[src/rtl/bram_adapter_pkg.sv]
// Shared types and helpers for the BRAM request adapter and its FIFO.
package bram_adapter_pkg;

  function automatic int unsigned clog2(input int unsigned value);
    int unsigned result;
    result = 0;
    for (int unsigned i = 0; i < 32; i++) begin
      if ((64'd1 << i) < 64'(value)) result = i + 1;
    end
    return result;
  endfunction

  localparam int unsigned REQ_NB_COL    = 4;
  localparam int unsigned REQ_COL_WIDTH = 8;
  localparam int unsigned REQ_RAM_DEPTH = 512;
  localparam int unsigned ADDR_W        = clog2(REQ_RAM_DEPTH);
  localparam int unsigned DATA_W        = REQ_NB_COL * REQ_COL_WIDTH;

  typedef struct packed {
    logic                  we;
    logic [ADDR_W-1:0]     addr;
    logic [DATA_W-1:0]     wdata;
    logic [REQ_NB_COL-1:0] wstrb;
  } req_t;

endpackage

[src/rtl/sync_fifo.sv]
// Synchronous FIFO with a registered first-word-fall-through head; holds the
// last head value while empty.
module sync_fifo
  import bram_adapter_pkg::*;
#(
  parameter int unsigned DEPTH = 4,
  parameter int unsigned WIDTH = 32,
  localparam int unsigned PTR_W = (DEPTH > 1) ? clog2(DEPTH) : 1,
  localparam int unsigned CNT_W = clog2(DEPTH + 1)
) (
  input  logic             clk,
  input  logic             rst,
  input  logic             push,
  input  logic [WIDTH-1:0] wdata,
  input  logic             pop,
  output logic [WIDTH-1:0] rdata,
  output logic             full,
  output logic             empty,
  output logic [CNT_W-1:0] count
);

  logic [WIDTH-1:0] mem_q [DEPTH];
  logic [PTR_W-1:0] wr_ptr_q, wr_ptr_d, rd_ptr_q, rd_ptr_d;
  logic [CNT_W-1:0] count_q, count_d;
  logic [WIDTH-1:0] rdata_q, rdata_d;
  logic             do_push_c, do_pop_c;

  assign empty     = (count_q == '0);
  assign full      = (count_q == CNT_W'(DEPTH));
  assign count     = count_q;
  assign rdata     = rdata_q;
  assign do_pop_c  = pop & ~empty;
  assign do_push_c = push & (~full | do_pop_c);

  // Head register tracks whichever entry will be at the front after this cycle.
  always_comb begin
    wr_ptr_d = wr_ptr_q;
    rd_ptr_d = rd_ptr_q;
    rdata_d  = rdata_q;
    if (do_push_c) wr_ptr_d = (wr_ptr_q == PTR_W'(DEPTH - 1)) ? '0 : wr_ptr_q + PTR_W'(1);
    if (do_pop_c)  rd_ptr_d = (rd_ptr_q == PTR_W'(DEPTH - 1)) ? '0 : rd_ptr_q + PTR_W'(1);
    count_d = count_q + CNT_W'(do_push_c) - CNT_W'(do_pop_c);
    if (do_push_c && (count_q == CNT_W'(do_pop_c))) begin
      rdata_d = wdata;
    end else if (do_pop_c && (count_d != '0)) begin
      rdata_d = mem_q[rd_ptr_d];
    end
  end

  always_ff @(posedge clk) begin
    if (rst) begin
      wr_ptr_q <= '0;
      rd_ptr_q <= '0;
      count_q  <= '0;
      rdata_q  <= '0;
    end else begin
      wr_ptr_q <= wr_ptr_d;
      rd_ptr_q <= rd_ptr_d;
      count_q  <= count_d;
      rdata_q  <= rdata_d;
    end
  end

  always_ff @(posedge clk) begin
    if (do_push_c) mem_q[wr_ptr_q] <= wdata;
  end

endmodule

[src/rtl/bram_req_adapter.sv]
// Valid/ready request front end for one byte-enable BRAM port; tracks the fixed
// read latency and returns read data through a credit-guarded response FIFO.
module bram_req_adapter
  import bram_adapter_pkg::*;
#(
  parameter int unsigned NB_COL       = 4,
  parameter int unsigned COL_WIDTH    = 8,
  parameter int unsigned RAM_DEPTH    = 512,
  parameter int unsigned READ_LATENCY = 2,
  parameter int unsigned RSP_DEPTH    = READ_LATENCY + 2,
  localparam int unsigned AW = clog2(RAM_DEPTH),
  localparam int unsigned DW = NB_COL * COL_WIDTH
) (
  input  logic              clk,
  input  logic              rst,
  input  logic              req_valid,
  output logic              req_ready,
  input  logic              req_we,
  input  logic [AW-1:0]     req_addr,
  input  logic [DW-1:0]     req_wdata,
  input  logic [NB_COL-1:0] req_wstrb,
  output logic              rsp_valid,
  input  logic              rsp_ready,
  output logic [DW-1:0]     rsp_rdata,
  output logic [AW-1:0]     bram_addr,
  output logic [DW-1:0]     bram_din,
  output logic [NB_COL-1:0] bram_we,
  output logic              bram_en,
  output logic              bram_regce,
  output logic              bram_rst,
  input  logic [DW-1:0]     bram_dout
);

  localparam int unsigned CW = clog2(RSP_DEPTH + 1);

  if (READ_LATENCY != 1 && READ_LATENCY != 2) begin : g_bad_latency
    $error("bram_req_adapter: READ_LATENCY must be 1 or 2");
  end
  if (RSP_DEPTH < READ_LATENCY + 1) begin : g_bad_depth
    $error("bram_req_adapter: RSP_DEPTH must be at least READ_LATENCY+1");
  end

  logic                    fire_c, rd_fire_c, push_c, pop_c;
  logic                    fifo_empty, fifo_full;
  logic [CW-1:0]           fifo_count;
  logic [READ_LATENCY-1:0] vpipe_q, vpipe_d;
  logic [CW-1:0]           credits_q, credits_d;

  // Writes never need response space; reads need a free credit.
  assign req_ready = ~rst & (req_we | (credits_q != '0));
  assign fire_c    = req_valid & req_ready;
  assign rd_fire_c = fire_c & ~req_we;

  assign bram_en    = fire_c;
  assign bram_addr  = req_addr;
  assign bram_din   = req_wdata;
  assign bram_we    = (fire_c & req_we) ? req_wstrb : '0;
  assign bram_regce = 1'b1;
  assign bram_rst   = rst;

  assign push_c    = vpipe_q[READ_LATENCY-1];
  assign rsp_valid = ~fifo_empty;
  assign pop_c     = rsp_valid & rsp_ready;

  always_comb begin
    vpipe_d   = READ_LATENCY'({vpipe_q, rd_fire_c});
    credits_d = credits_q;
    case ({rd_fire_c, pop_c})
      2'b10:   credits_d = credits_q - CW'(1);
      2'b01:   credits_d = credits_q + CW'(1);
      default: credits_d = credits_q;
    endcase
  end

  always_ff @(posedge clk) begin
    if (rst) begin
      vpipe_q   <= '0;
      credits_q <= CW'(RSP_DEPTH);
    end else begin
      vpipe_q   <= vpipe_d;
      credits_q <= credits_d;
    end
  end

  sync_fifo #(
    .DEPTH (RSP_DEPTH),
    .WIDTH (DW)
  ) u_rsp_fifo (
    .clk   (clk),
    .rst   (rst),
    .push  (push_c),
    .wdata (bram_dout),
    .pop   (pop_c),
    .rdata (rsp_rdata),
    .full  (fifo_full),
    .empty (fifo_empty),
    .count (fifo_count)
  );

  // Every credit is either free, waiting in the FIFO, or riding the pipeline.
  credit_conservation_a: assert property (@(posedge clk) disable iff (rst)
    (32'(credits_q) + 32'(fifo_count) + 32'($countones(vpipe_q))) == 32'(RSP_DEPTH));
  credit_bound_a: assert property (@(posedge clk) disable iff (rst)
    credits_q <= CW'(RSP_DEPTH));
  fifo_no_overflow_a: assert property (@(posedge clk) disable iff (rst)
    !(push_c && fifo_full && !pop_c));

endmodule

[config.mk]
export PLATFORM = sky130hd
export DESIGN_NAME = bram_req_adapter
export DESIGN_NICKNAME = d
export VERILOG_FILES = /design/src/rtl/bram_adapter_pkg.sv /design/src/rtl/sync_fifo.sv /design/src/rtl/bram_req_adapter.sv
export SDC_FILE = /design/constraint.sdc
export NUM_CORES = 1
export LEC_CHECK = 0
export CORE_UTILIZATION = 45
export DETAILED_ROUTE_END_ITERATION = 10
export MAX_ROUTING_LAYER = met4
export PLACE_DENSITY = 0.78
export SYNTH_ARGS = -nofsm -noshare
export SYNTH_HDL_FRONTEND = slang
export SYNTH_SLANG_ARGS = --single-unit
[constraint.sdc]
create_clock -name clk -period 4.6 [get_ports clk]
set_input_delay 0.92 -clock clk [delete_from_list [all_inputs] [get_ports clk]]
set_output_delay 0.92 -clock clk [all_outputs]
set_load 0.1 [all_outputs]
Yosys cells after proc, flatten, opt, wreduce, memory -nomap -nowiden
Memories as Yosys holds them, arrays and structs flattened.
Index checks and enable logic that the tools add are counted.
{ "op_classes": {"n_addsub": 6, "eq_ne": 6, "bitwise": 13, "mux": 9, "reduce_logical": 7} }
{ "ops": {"columns": ["op", "n"], "rows": [
  ["32-bit two-way mux", 2],
  ["1-bit AND", 7],
  ["2-bit equality test (second input constant)", 3],
  ["2-bit two-way mux", 3],
  ["3-bit one-hot mux with 2 select lines", 1],
  ["3-bit nonzero test", 2],
  ["2-bit by 1-bit adder with 2-bit output (second input constant)", 2],
  ["4-bit two-way mux", 1],
  ["1-bit inverter", 4],
  ["2-bit nonzero test", 2],
  ["3-bit by 1-bit adder with 3-bit output", 1],
  ["3-bit by 1-bit adder with 3-bit output (second input constant)", 1],
  ["3-bit by 1-bit equality test with 1-bit output", 1],
  ["3-bit equality test (second input constant)", 1],
  ["3-bit logical NOT", 1],
  ["3-bit by 1-bit subtractor with 3-bit output", 1],
  ["3-bit by 1-bit subtractor with 3-bit output (second input constant)", 1],
  ["2-bit by 1-bit equality test with 1-bit output (second input constant)", 1],
  ["1-bit logical AND", 2],
  ["1-bit two-way mux", 2],
  ["1-bit bitwise OR", 2]
]} }
{ "word_totals": {"regBits": 44, "n_memories": 1, "word_cells": 48, "in_bits": 82, "ram_bits": 128} }
{ "mem_list": {"columns": ["memory", "depth", "word_bits", "rd", "rd_clocked_by_memory_dff", "write_ports", "line", "rtl"], "rows": [
  ["u_rsp_fifo.mem_q", 4, 32, 1, 0, 1, "sync_fifo.sv:22", "logic [WIDTH-1:0] mem_q [DEPTH];"]
]} }

Longest topological paths before layout
{ "logic_depth": {"ltp_word": 12, "mapped_depth": 11, "ltp_nobuf": 11} }

Modules after synthesis
Synthesis repeated with hierarchy kept, for this count alone.
{ "unflattened": {"hier_cells": 506, "hier_area_um2": 7156.9} }
{ "modules_own_cells": {"columns": ["mod", "n_inst", "area_each_um2", "cells_each"], "rows": [
  ["sync_fifo", 1, 6558.8, 431],
  ["bram_req_adapter", 1, 598.1, 75]
]} }

Worst setup path after synthesis
Ideal clock, no wire load.
{ "synth_path": {"kind": "input to output", "startpoint": "in rst", "endpoint": "out bram_we[0]", "path_slack_ps": 182, "cell_stages": 4, "arrival_time_ps": 3498, "path_buffers": 1, "cell_sequence": "clkbuf_1 -> nor2_1 -> and3_1 -> and2_1"} }
{ "synth_between": {"elab_chain_cells": 5} }
{ "synth_lines": {"columns": ["element", "line", "rtl"], "rows": [
  ["start, declared", "bram_req_adapter.sv:15", "input logic rst,"],
  ["1-bit inverter", "bram_req_adapter.sv:50", "assign req_ready = ~rst & (req_we | (credits_q != '0));"],
  ["1-bit AND", "bram_req_adapter.sv:50", null],
  ["named net req_ready", "bram_req_adapter.sv:17", "output logic req_ready,"],
  ["1-bit AND", "bram_req_adapter.sv:51", "assign fire_c = req_valid & req_ready;"],
  ["1-bit AND", "bram_req_adapter.sv:57", "assign bram_we = (fire_c & req_we) ? req_wstrb : '0;"],
  ["4-bit two-way mux", "bram_req_adapter.sv:57", null],
  ["end, declared", "bram_req_adapter.sv:27", "output logic [NB_COL-1:0] bram_we,"]
]} }
The timed path passes the listed nets, and every way through them passes these cells.

Final worst setup path
{ "layout_path": {"startpoint": "in rsp_ready", "endpoint": "reg u_rsp_fifo.rdata_q[18] (netlist: u_rsp_fifo.rdata[18])"} }
{ "layout_between": {"elab_chain_cells": 9, "word_cells_on_any_way": 15} }
{ "layout_lines": {"columns": ["element", "line", "rtl"], "rows": [
  ["start, declared", "bram_req_adapter.sv:23", "input logic rsp_ready,"],
  ["1-bit AND (*)", "bram_req_adapter.sv:63", "assign pop_c = rsp_valid & rsp_ready;"],
  ["1-bit AND (*)", "sync_fifo.sv:32", "assign do_pop_c = pop & ~empty;"],
  ["1-bit bitwise OR", "sync_fifo.sv:33", "assign do_push_c = push & (~full | do_pop_c);"],
  ["1-bit AND", "sync_fifo.sv:33", null],
  ["3-bit by 1-bit adder with 3-bit output", "sync_fifo.sv:42", "count_d = count_q + CNT_W'(do_push_c) - CNT_W'(do_pop_c);"],
  ["3-bit by 1-bit subtractor with 3-bit output", "sync_fifo.sv:42", null],
  ["3-bit nonzero test", "sync_fifo.sv:45", "end else if (do_pop_c && (count_d != '0)) begin"],
  ["1-bit logical AND", "sync_fifo.sv:45", null],
  ["2-bit nonzero test (no line)", null, null],
  ["end signal, assigned", "sync_fifo.sv:60", "rdata_q <= rdata_d;"],
  ["end, declared", "sync_fifo.sv:25", "logic [WIDTH-1:0] rdata_q, rdata_d;"]
]} }
Mark *: on every way between the ends. The rest lies on a longest branch, timed or not. The select of a mux whose other input is x is not followed.
A chain may end at the register's enable or synchronous reset.

==> key figures <==
Floorplan
  • Top Ports: between 150 and 200
  • Die area: 17,000 um2
  • Initial core utilization: between 40% and 50%
  • CORE AREA: between 15,000 and 20,000 um2
  • Die Y: ~130 um
  • Die width: 130 um
  • Placement Rows: 46

Clocking
  • Worst-Skew Late Latency: around 0.42 ns
  • H-tree depth: 4
  • Root Driver: clkbuf_16
  • Cts bufs inserted: 17
  • Clk slew on worst S/H paths: 0.06 ns
  • Clock sinks: 172
  • CTS Buffer Depth: 2
  • Number of setup buffers added after CTS: 0
  • CTS tree: yes
  • Post-CTS sizing: 0
  • Post-cts hold buffer count: 0

GRT
  • Pin count of the biggest net entering global routing: 45
  • Initial antenna violation count: 0
  • Total grt overflow: 0
  • Vias in the first global route: 4,350
  • Global-route usage over all layers: between 10% and 20%
  • Global-route wire length before repair: 22.6 mm

Power and ir drop
  • Power per Cell Area: 737 nW/um2
  • Peak supply drop: 0.512 mV
  • Leakage: 3.13 nW

STA
  • Period utilization: 81.9%
  • Max Clock Skew: 0.00823 ns
  • Unrepaired setup endpoints after global routing: no
  • Final Hold Vio Count: 0
  • Fin. max-slew vios: 0
  • Tightest Pin Transition: 0.985 ns
  • Final setup viols: 0
  • Fmax: 265 MHz
  • Tmin final: 3.77 ns
  • Fin Setup TNS: 0 ns
  • Hold WS: ~0.45 ns
  • Slew margin rel.: 34.4%

Worst setup path
  • Delay-heaviest family, CP: compound AO/OA/AOI/OAI gates
  • CP arrival: 4.10 ns
  • Worst r2r src: u_rsp_fifo.count[1]
  • Critical-path cell list: clkdlybuf4s50_1, o41a_2, ha_1, fa_1, xnor3_1, o31ai_2, nand2b_2, buf_12, o21ai_0, a211oi_2
  • Critical path launch point type: input pin
  • Worst Setup Path Type: input pin to flop
  • Crit. End Element: flop
  • Beginning of the critical path: rsp_ready
  • Critical-path top delay cell: o41a_2
  • WP depth: 10
  • Worst r2r path cells: 11
  • Critical Path RT: 4.94 ns
  • Worst path max stage delay: ~0.58 ns
  • CP max FO: 23
  • CP bufs+invs: 2

Routing
  • Initial DRC count: 246
  • Total number of vias: 4,158
  • Routed Antenna Nets: 0
  • WL/cell: just under 20 um
  • WL final: 14.8 mm
  • # DRC: 0
  • Via-per-instance ratio: about 5.4
  • Pre-antenna DRT Iters: 4

Logic synthesis
  • Synth top area share: 52.0%
  • Post-synthesis area per instance: 14.6 um2
  • Flops & latches, synth: 172
  • Area contributors post-synth: edfxtp_1 52%, dfxtp_1 12%, mux2i_1 9.2%, a211oi_2 5.4%, buf_4 4.4%
  • Synth Net Count: 597
  • YS warnings: 0
  • Cells after synthesis: roughly 510
  • Post-Syn Area: 7400 um2
  • Seq/Total Area, Yosys: 63.9%
  • Synth unique cells: 36
  • Area leader, netlist: edfxtp_1

Placed design
  • # port buffers: 80
  • Dpl hpwl: roughly 8.5 mm
  • GP Congestion: about 0.74

Cells and area
  • Ant diodes: 0
  • Post-layout util: 54.0%
  • Nets: 632
  • Area growth syn-to-layout: 16.5%
  • Layout cells sized above 1: 16.3%

Min path
  • Hold Crit Depth: 1
  • HP Start: vpipe_q[0]
  • Hold Path Class: flop to flop

Run
  • Max Cap Viol: 0

Outcome
  • Status: finished, final reports clean
-- where the power goes --
part           internal (mW)  switching [mW]
sequential              1.84           0.124
clock                  0.859           0.582
combinational          0.962            1.98
total                   3.66            2.68
-- area by class of cell --
| type | instances | area (um2) |
|---|---|---|
| Clock inverter | 13 | 166 |
| Timing Repair Buffer | 89 | 883 |
| Sequential cell | 172 | 4720 |
| Tap cell | 216 | 270 |
| Clock buffer | 19 | 433 |
| Fill cell | 1271 | 7330 |
| Inverter | 11 | 41.3 |
| Multi-Input combinational cell | 249 | 2100 |
-- per-stage QoR --
step,cells,instance area (um2),total power [mW],setup slack (ns)
2_1_floorplan,505,7400,4.57,0.182
3_3_place_gp,737,8020,4.88,0.526
3_5_place_dp,737,8020,4.95,0.430
4_1_cts,769,8620,6.40,0.848
5_1_grt,769,8620,6.62,0.731
6_report,769,8620,6.35,0.833
-- cells in the mapped netlist (all sizes together) --
cell / n
or3b: 1
nand3: 1
mux2i: 69
xor2: 2
buf: 55
nor4: 1
nor2: 42
nand2: 3
or2: 1
o41a: 1
o22a: 32
and3: 1
conb: 1
nand4bb: 1
nor3: 1
edfxtp: 128
xnor3: 1
o21ai: 33
dfxtp: 44
a211oi: 32
clkbuf: 17
inv: 11
o31a: 2
nand2b: 1
nor2b: 4
and2: 8
ha: 8
fa: 2
bufbuf: 1
o31ai: 1
-- final timing paths --
kind | end | slack, ns
worst max-delay path | u_rsp_fifo.rdata[18] | 0.83
worst min-delay path | vpipe_q[1] | 0.45
worst max register to register | u_rsp_fifo.rdata[18] | 1.31
worst min register to register | vpipe_q[1] | 0.45
-- registers in the layout, summed over array words and instances, names as in the netlist --
register	count
u_rsp_fifo.rdata	32
u_rsp_fifo.rd_ptr_q	2
credits_q	3
u_rsp_fifo.wr_ptr_q	2
u_rsp_fifo.count	3
u_rsp_fifo.mem_q	128
vpipe_q	2
-- kinds of logic (layout without fill, tap and decap cells) --
family	Yosys count	count (layout)	synth area share, %
xor gates and xnor gates	3	3	0.541
muxes	69	69	9.51
buffers and inverters	84	132	7.92
and+or+nand+nor	65	65	4.08
AOI/OAI and AO/OA	101	101	12.1
adders and majority gates	10	10	1.89
other	1	1	0.0507
DFF	172	172	63.9
-- layout by cell type (no fill, tap or decap), types with 11 or more instances in the layout --
| cell type | netlist | layout |
|---|---|---|
| clkbuf_16 | 0 | 17 |
| mux2i_1 | 68 | 68 |
| a211oi_2 | 32 | 32 |
| buf_4 | 43 | 13 |
| edfxtp_1 | 128 | 128 |
| inv_1 | 11 | 11 |
| dfxtp_1 | 44 | 44 |
| nor2_1 | 42 | 42 |
| clkdlybuf4s50_1 | 0 | 72 |
| o21ai_0 | 33 | 33 |
| o22a_1 | 32 | 32 |
-- per-layer routing --
layer,vias to the layer above,track usage [%],wire [um]
met2,123,32.9,7680
met4,0,7.66,247
li1,1910,-,-
met1,2093,20.8,6100
met3,32,4.72,757
met5,-,-,0
Note: power is estimated with default switching activity, not from simulation.
